**src/rtl/inst_fetch_unit_if.sv**
```systemverilog
// Fetch-side bus: ROM read port plus the IF/ID valid/ready handshake.
// The fetch unit is the master of both; ROM and decode sit on the slave side.
interface inst_fetch_unit_if;
    logic        rom_ce;
    logic [31:0] rom_addr;
    logic [31:0] rom_inst;
    logic        id_valid;
    logic        id_ready;
    logic [31:0] id_pc;
    logic [31:0] id_inst;

    modport master (
        output rom_ce,
        output rom_addr,
        input  rom_inst,
        output id_valid,
        output id_pc,
        output id_inst,
        input  id_ready
    );

    modport slave (
        input  rom_ce,
        input  rom_addr,
        output rom_inst,
        input  id_valid,
        input  id_pc,
        input  id_inst,
        output id_ready
    );
endinterface

```
**src/rtl/inst_fetch_unit.sv**
```systemverilog
// Instruction fetch: owns the PC, reads a combinational ROM and buffers {pc, inst}
// pairs in a small FIFO in front of decode; flush/branch redirects empty the FIFO.
module inst_fetch_unit #(
    parameter logic [31:0] RESET_PC    = 32'h0000_0000,
    parameter int unsigned QUEUE_DEPTH = 4
) (
    input  logic               clk,
    input  logic               rst,
    input  logic               branch_flag,
    input  logic [31:0]        branch_target,
    input  logic               flush,
    input  logic [31:0]        flush_pc,
    inst_fetch_unit_if.master  bus
);
    localparam int unsigned    PtrW    = $clog2(QUEUE_DEPTH);
    localparam int unsigned    CntW    = PtrW + 1;
    localparam logic [CntW-1:0] FullCnt = CntW'(QUEUE_DEPTH);

    logic [31:0]      pc_q, pc_d;
    logic [PtrW-1:0]  rd_ptr_q, rd_ptr_d;
    logic [PtrW-1:0]  wr_ptr_q, wr_ptr_d;
    logic [CntW-1:0]  count_q, count_d;
    logic [31:0]      pc_mem_q   [QUEUE_DEPTH];
    logic [31:0]      inst_mem_q [QUEUE_DEPTH];

    logic        redirect;
    logic        full;
    logic        valid;
    logic        deq;
    logic        fetch;
    logic [31:0] redirect_pc;

    assign redirect    = flush | branch_flag;
    assign redirect_pc = flush ? flush_pc : branch_target;
    assign full        = (count_q == FullCnt);
    assign valid       = ~rst & ~redirect & (count_q != '0);
    assign deq         = valid & bus.id_ready;
    // A full FIFO may still fetch when the head leaves in the same cycle.
    assign fetch       = ~rst & ~redirect & (~full | deq);

    assign bus.rom_ce   = fetch;
    assign bus.rom_addr = fetch ? pc_q : '0;
    assign bus.id_valid = valid;
    assign bus.id_pc    = rst ? '0 : pc_mem_q[rd_ptr_q];
    assign bus.id_inst  = rst ? '0 : inst_mem_q[rd_ptr_q];

    always_comb begin
        pc_d     = pc_q;
        rd_ptr_d = rd_ptr_q;
        wr_ptr_d = wr_ptr_q;
        count_d  = count_q;
        if (redirect) begin
            pc_d     = redirect_pc & 32'hFFFF_FFFC;
            rd_ptr_d = '0;
            wr_ptr_d = '0;
            count_d  = '0;
        end else begin
            if (fetch) begin
                pc_d     = pc_q + 32'd4;
                wr_ptr_d = wr_ptr_q + PtrW'(1);
            end
            if (deq) begin
                rd_ptr_d = rd_ptr_q + PtrW'(1);
            end
            count_d = count_q + CntW'(fetch) - CntW'(deq);
        end
    end

    always_ff @(posedge clk) begin
        if (rst) begin
            pc_q     <= RESET_PC;
            rd_ptr_q <= '0;
            wr_ptr_q <= '0;
            count_q  <= '0;
        end else begin
            pc_q     <= pc_d;
            rd_ptr_q <= rd_ptr_d;
            wr_ptr_q <= wr_ptr_d;
            count_q  <= count_d;
        end
    end

    // Storage needs no reset: count_q alone decides which entries are live.
    always_ff @(posedge clk) begin
        if (fetch) begin
            pc_mem_q[wr_ptr_q]   <= pc_q;
            inst_mem_q[wr_ptr_q] <= bus.rom_inst;
        end
    end
endmodule
```
**src/flat_wrapper.sv**
```systemverilog
// flat-port wrapper written by rule: the top's interface ports become plain ports
module inst_fetch_unit_flat 
#(
    parameter logic [31:0] RESET_PC    = 32'h0000_0000,
    parameter int unsigned QUEUE_DEPTH = 4
)
  (clk, rst, branch_flag, branch_target, flush, flush_pc, bus_rom_ce, bus_rom_addr, bus_rom_inst, bus_id_valid, bus_id_pc, bus_id_inst, bus_id_ready);
  inst_fetch_unit_if bus_i ();
  input  logic clk;
  input  logic rst;
  input  logic branch_flag;
  input  logic [31:0] branch_target;
  input  logic flush;
  input  logic [31:0] flush_pc;
  output wire logic [$bits(bus_i.rom_ce)-1:0] bus_rom_ce;
  output wire logic [$bits(bus_i.rom_addr)-1:0] bus_rom_addr;
  input wire logic [$bits(bus_i.rom_inst)-1:0] bus_rom_inst;
  output wire logic [$bits(bus_i.id_valid)-1:0] bus_id_valid;
  output wire logic [$bits(bus_i.id_pc)-1:0] bus_id_pc;
  output wire logic [$bits(bus_i.id_inst)-1:0] bus_id_inst;
  input wire logic [$bits(bus_i.id_ready)-1:0] bus_id_ready;
  assign bus_rom_ce = bus_i.rom_ce;
  assign bus_rom_addr = bus_i.rom_addr;
  assign bus_i.rom_inst = bus_rom_inst;
  assign bus_id_valid = bus_i.id_valid;
  assign bus_id_pc = bus_i.id_pc;
  assign bus_id_inst = bus_i.id_inst;
  assign bus_i.id_ready = bus_id_ready;
  inst_fetch_unit #(.RESET_PC(RESET_PC), .QUEUE_DEPTH(QUEUE_DEPTH)) u_core (.clk(clk), .rst(rst), .branch_flag(branch_flag), .branch_target(branch_target), .flush(flush), .flush_pc(flush_pc), .bus(bus_i));
endmodule
```
**config.mk**
```make
export PLATFORM = sky130hd
export DESIGN_NAME = inst_fetch_unit_flat
export DESIGN_NICKNAME = d
export VERILOG_FILES = /design/src/rtl/inst_fetch_unit_if.sv /design/src/rtl/inst_fetch_unit.sv /design/src/flat_wrapper.sv
export SDC_FILE = /design/constraint.sdc
export NUM_CORES = 1
export LEC_CHECK = 0
export BUFFER_PORTS_ARGS = -buffer_cell sky130_fd_sc_hd__buf_2
export CORE_ASPECT_RATIO = 0.7
export CORE_UTILIZATION = 50
export CTS_BUF_LIST = sky130_fd_sc_hd__clkbuf_4
export CTS_CLUSTER_DIAMETER = 30
export CTS_CLUSTER_SIZE = 10
export DETAILED_ROUTE_END_ITERATION = 12
export PLACE_DENSITY = 0.72
export SYNTH_ARGS = -nofsm -noshare
export SYNTH_HDL_FRONTEND = slang
export SYNTH_SLANG_ARGS = --single-unit
```
**constraint.sdc**
```tcl
create_clock -name clk -period 10.1 [get_ports clk]
set_input_delay 1.515 -clock clk [delete_from_list [all_inputs] [get_ports clk]]
set_output_delay 1.515 -clock clk [all_outputs]
set_load 0.01 [all_outputs]
```
# After elaboration in Yosys (flattened, before gate mapping)
# Memory sizes are Yosys's and may differ from the RTL's. A register that Yosys moved wholly into a read port is not among the register bits.
# Cells that the tools add are included.
# classes
addsub	5
mul	0
div_mod_pow	0
n_lt_le_gt_ge	0
eq_ne	1
shift	0
n_mux	12
n_bitwise	9
reduce_logical	3
# ops
cell	count
32-bit two-way mux	6
32-bit by 3-bit adder with 32-bit output (second input constant)	1
2-bit two-way mux	4
2-bit by 1-bit adder with 2-bit output (second input constant)	2
1-bit bitwise AND	4
3-bit by 1-bit adder with 3-bit output	1
3-bit equality test (second input constant)	1
1-bit inverter	3
3-bit nonzero test	1
3-bit by 1-bit subtractor with 3-bit output	1
1-bit two-way mux	2
1-bit bitwise OR	2
2-bit nonzero test	1
2-bit OR reduction	1
# word_totals
ff_bits	39
latchBits	0
ramBits	256
romBits	0
input_bits	101
wordCells	37
memories	2
# mem_list
memory	words	word_bits	rd	rd_ports_with_merged_regs	write_ports	line_no	text
u_core.inst_mem_q	4	32	1	1	1	inst_fetch_unit.sv:24	logic [31:0] inst_mem_q [QUEUE_DEPTH];
u_core.pc_mem_q	4	32	1	1	1	inst_fetch_unit.sv:23	logic [31:0] pc_mem_q [QUEUE_DEPTH];

# Longest topological paths before layout
# depth
ltp_word	9
depth_mapped	13

# Worst setup path after synthesis
# No wires, ideal clock.
# synth_path
kind	input to register
startpoint	input port flush
endpoint	memory u_core.inst_mem_q[0][0] (enable)
setup_ps	427
arrival_time_ps	3856
path_slack_ps	5817
stages	5
n_path_buf	3
path_cell_list	clkbuf_1 > clkbuf_1 > nor3_1 > clkbuf_1 > and3_1
# synth_between
elab_chain_cells	9
# synth_rtl
element	line_no	text
from (decl)	flat_wrapper.sv:13	input logic flush;
1-bit bitwise OR *	inst_fetch_unit.sv:33	assign redirect = flush | branch_flag;
1-bit inverter *	inst_fetch_unit.sv:36, inst_fetch_unit.sv:39	
1-bit bitwise AND *	inst_fetch_unit.sv:36, inst_fetch_unit.sv:39	
1-bit bitwise AND	inst_fetch_unit.sv:36	assign valid = ~rst & ~redirect & (count_q != '0);
1-bit bitwise AND	inst_fetch_unit.sv:37	assign deq = valid & bus.id_ready;
1-bit bitwise OR	inst_fetch_unit.sv:39	assign fetch = ~rst & ~redirect & (~full | deq);
1-bit bitwise AND *	inst_fetch_unit.sv:39	
1-bit two-way mux *	inst_fetch_unit.sv:85	if (fetch) begin
1-bit two-way mux (implied by the code) *	inst_fetch_unit.sv:87	inst_mem_q[wr_ptr_q] <= bus.rom_inst;
to (decl)	inst_fetch_unit.sv:24	
# Every way passes the cells marked *; elsewhere a longest branch is shown, timed or not.

# Final worst setup path
# layout_path
startpoint	input port rst
endpoint	output port bus_rom_addr[28]
# layout_between
elab_chain_cells	7
# layout_rtl
element	line_no	text
from (decl)	flat_wrapper.sv:10	input logic rst;
1-bit inverter *	inst_fetch_unit.sv:36, inst_fetch_unit.sv:39	
1-bit bitwise AND *	inst_fetch_unit.sv:36, inst_fetch_unit.sv:39	
1-bit bitwise AND	inst_fetch_unit.sv:36	
1-bit bitwise AND	inst_fetch_unit.sv:37	
1-bit bitwise OR	inst_fetch_unit.sv:39	
1-bit bitwise AND *	inst_fetch_unit.sv:39	
32-bit two-way mux *	inst_fetch_unit.sv:42	assign bus.rom_addr = fetch ? pc_q : '0;
to (decl)	flat_wrapper.sv:16	output wire logic [$bits(bus_i.rom_addr)-1:0] bus_rom_addr;
# Marks and branches as above.

==> summary.md <==
| Metric | Value |
|---|---|
| Status | finished, final reports clean |
| Setup violators final | 0 |
| Power Density | 165 nW/um^2 |
| Sequential area share after synthesis | 68.1% |
| CP Max Fanout | 30 |
| Detailed-route via count | 7404 |
| Post-synth EDFFs | 248 |
| Antenna-violating nets left | 0 |
| Final TNS setup | 0 ps |
| TritonRoute pass-1 iters | 5 |
| Max VDD drop | 0.000129 V |
| Share of cells above drive strength 1 | 36.7% |
| Worst hold path type | flop to flop |
| Die Wd | 188 um |
| DR vias/cell | 5.79 |
| Final worst-path cycle share | 48.6% |
| Post-CTS Setup Inserts | 0 |
| Gates resized, CTS repair | 0 |
| Worst Setup End Kind | output port |
| CTS tree | yes |
| CTS max path bufs | 3 |
| First-pass GRT wire length | 42100 um |
| Clock sink total | 287 |
| Syn_area_per_cell | 16.3 um^2 |
| DRC | 0 |
| Largest net degree at the start of global routing | 63 |
| Full die area | 24800 um^2 |
| RSZ-0062 raised after global routing | false |
| Post-synthesis sequential element count | 287 |
| Worst-Margin Slew | 1010 ps |
| Num ports | 199 |
| Total Wirelength | 27100 um |
| Worst endpoint required time | 8590 ps |
| Synth Flop Type | edfxtp_1 |
| Unique masters post-synth | 65 |
| Row cnt | 47 |
| Die Y | 132 um |
| Post-layout minimum cycle time | 4900 ps |
| Clk Latency, worst-skew pair | 630 ps |
| Num CTS Buffers | 43 |
| Slew HR | 32.8% |
| Synth Cell Area | 12100 um^2 |
| Sequential cell area | 8240 um^2 |
| Cells after Synth | 740 |
| Fin. Hold Viols | 0 |
| Fill cell count | 1839 |
| Vias in the first global route | 7324 |
| Max Fclk | 204 MHz |
| Core Region | 23600 um^2 |
| P&R area growth vs syn | 15.7% |
| Routability cong. | 0.811 |
| Asr flop ratio synth | 0% |
| Area of the multi-input gates | 3600 um^2 |
| DRT iter0 DRCs | 686 |
| Synth area leader | edfxtp_1 |
| Syn. warnings | 0 |
| Global route total overflow | 0 |
| Final setup skew | 27.7 ps |
| Top cells by count, synth | edfxtp_1 (248), and2_1 (63), mux4_2 (62) |
| Startpoint types | input pin |
| Port Buffer Count | 190 |
| Post-layout net count | 1042 |
| Max-slew violations | 0 |
| Initial antenna violation count | 0 |
| H-tree levels | 2 |
| Synth top area cells | edfxtp_1 (62%), mux4_2 (12%), dfxtp_1 (6.5%) |
| Tot GR Track Use | 22.3% |
| CTS Root Cell | clkbuf_4 |
| Ant. Diodes | 0 |
| Hpwl dp | 16400 um |
| Top-count cell post-synth | edfxtp_1 |
| Max cap viols | 0 |
| Static Leakage | 5.05 nW |
| Post-synth top area share | 61.7% |
| CP arrival | 3390 ps |
| WL/cell | 21.2 um |
| Hold buffer count at cts | 0 |
| WS Path Type | input pin to output port |
| Starting Density | 51.1% |
| Clock transition at path regs | 100 ps |
| Fin Hold WS | 507 ps |
==> per-layer routing <==
metal | global-route usage (%) | share of wire [%] | up-vias
li1 | - | - | 3333
met1 | 33.1 | 45 | 3685
met2 | 33.4 | 45 | 352
met3 | 5.48 | 8.4 | 34
met4 | 5.28 | 1.3 | 0
met5 | 0 | 0 | -
==> worst paths after layout <==
check / start / endpoint / cells past startpoint / slack, ps
hold / removal: u_core.wr_ptr_q[1] / u_core.wr_ptr_q[1] / 2 / 510
hold reg to reg: u_core.wr_ptr_q[1] / u_core.wr_ptr_q[1] / 2 / 510
setup / recovery: rst / bus_rom_addr[28] / 6 / 5200
setup reg to reg: u_core.count_q[1] / u_core.inst_mem_q[1][9] / 3 / 7310
==> report_power, final <==
group / switching, mW / leakage (nW) / internal (mW) / total, mW
Clock: 0.425 / 0.381 / 0.431 / 0.856
Combinational: 0.0654 / 2.07 / 0.0498 / 0.115
Sequential: 0.0254 / 2.60 / 1.31 / 1.33
==> kinds of logic after synthesis <==
logic type               count (synthesis)  synth area share, %
other                                    1               0.0311
flip-flops                             287                 68.1
adder cells (fa/ha/maj)                  8                0.891
buffers and inverters                   65                 2.33
XOR/XNOR                                13                0.943
AO/OA/AOI/OAI                           88                 5.21
AND/OR/NAND/NOR                        215                 10.8
multiplexers                            63                 11.6
==> worst max-delay path, cell delays in order <==
cell    delay, ps
buf_2         320
or3_1         740
nor2_4        270
inv_2         140
nor2_1        220
buf_2         180
==> registers in the layout, summed over array words and instances (netlist names), named ones only <==
name	count
u_core.count_q	3
u_core.inst_mem_q	128
u_core.rd_ptr_q	2
u_core.wr_ptr_q	2
u_core.pc_q	30
u_core.pc_mem_q	120
==> stage by stage <==
| step | total power [mW] | worst slack [ps] | util [%] | cell area (um^2) | cells |
|---|---|---|---|---|---|
| after floorplan | 1.41 | 5820 | - | 12100 | 743 |
| after global placement | 1.47 | 5230 | 56.2 | 13300 | 1206 |
| after global routing | 2.39 | 5100 | 59.1 | 14000 | 1279 |
| after CTS | 2.32 | 5220 | 59.1 | 14000 | 1279 |
| after detailed placement | 1.47 | 5230 | 56.2 | 13300 | 1206 |
| final | 2.30 | 5200 | 59.1 | 14000 | 1279 |
==> cell type report <==
type | count | share of cell area (%)
clock buffers | 51 | 2.74
repair buffers | 197 | 7.18
well taps | 318 | 2.85
inverters | 13 | 0.349
multi-input cells | 391 | 25.8
flip-flops and latches | 287 | 58.9
clock inverters | 22 | 2.16
==> cells in the final DEF, fill, tap and decap left out, types with 3 or more instances in the layout <==
master and instances:
xnor2_1 5, inv_6 3, nand4_1 8, clkinv_4 3, a211oi_1 6, and3_1 30
edfxtp_1 248, buf_4 7, a21oi_1 16, conb_1 4, inv_1 11, ha_1 7
or3_1 3, a222oi_1 6, and2_1 63, nor2_1 31, xor2_1 8, clkinv_1 6
a221oi_1 3, o22ai_1 12, buf_2 190, nor4_1 3, nor3_1 14, a22oi_1 13
o21ai_0 12, nand3_1 22, and3_4 4, mux4_2 62, clkbuf_4 51, nand2_1 16
dfxtp_1 37, bufinv_16 7
Power figures use the tool's default switching activity.
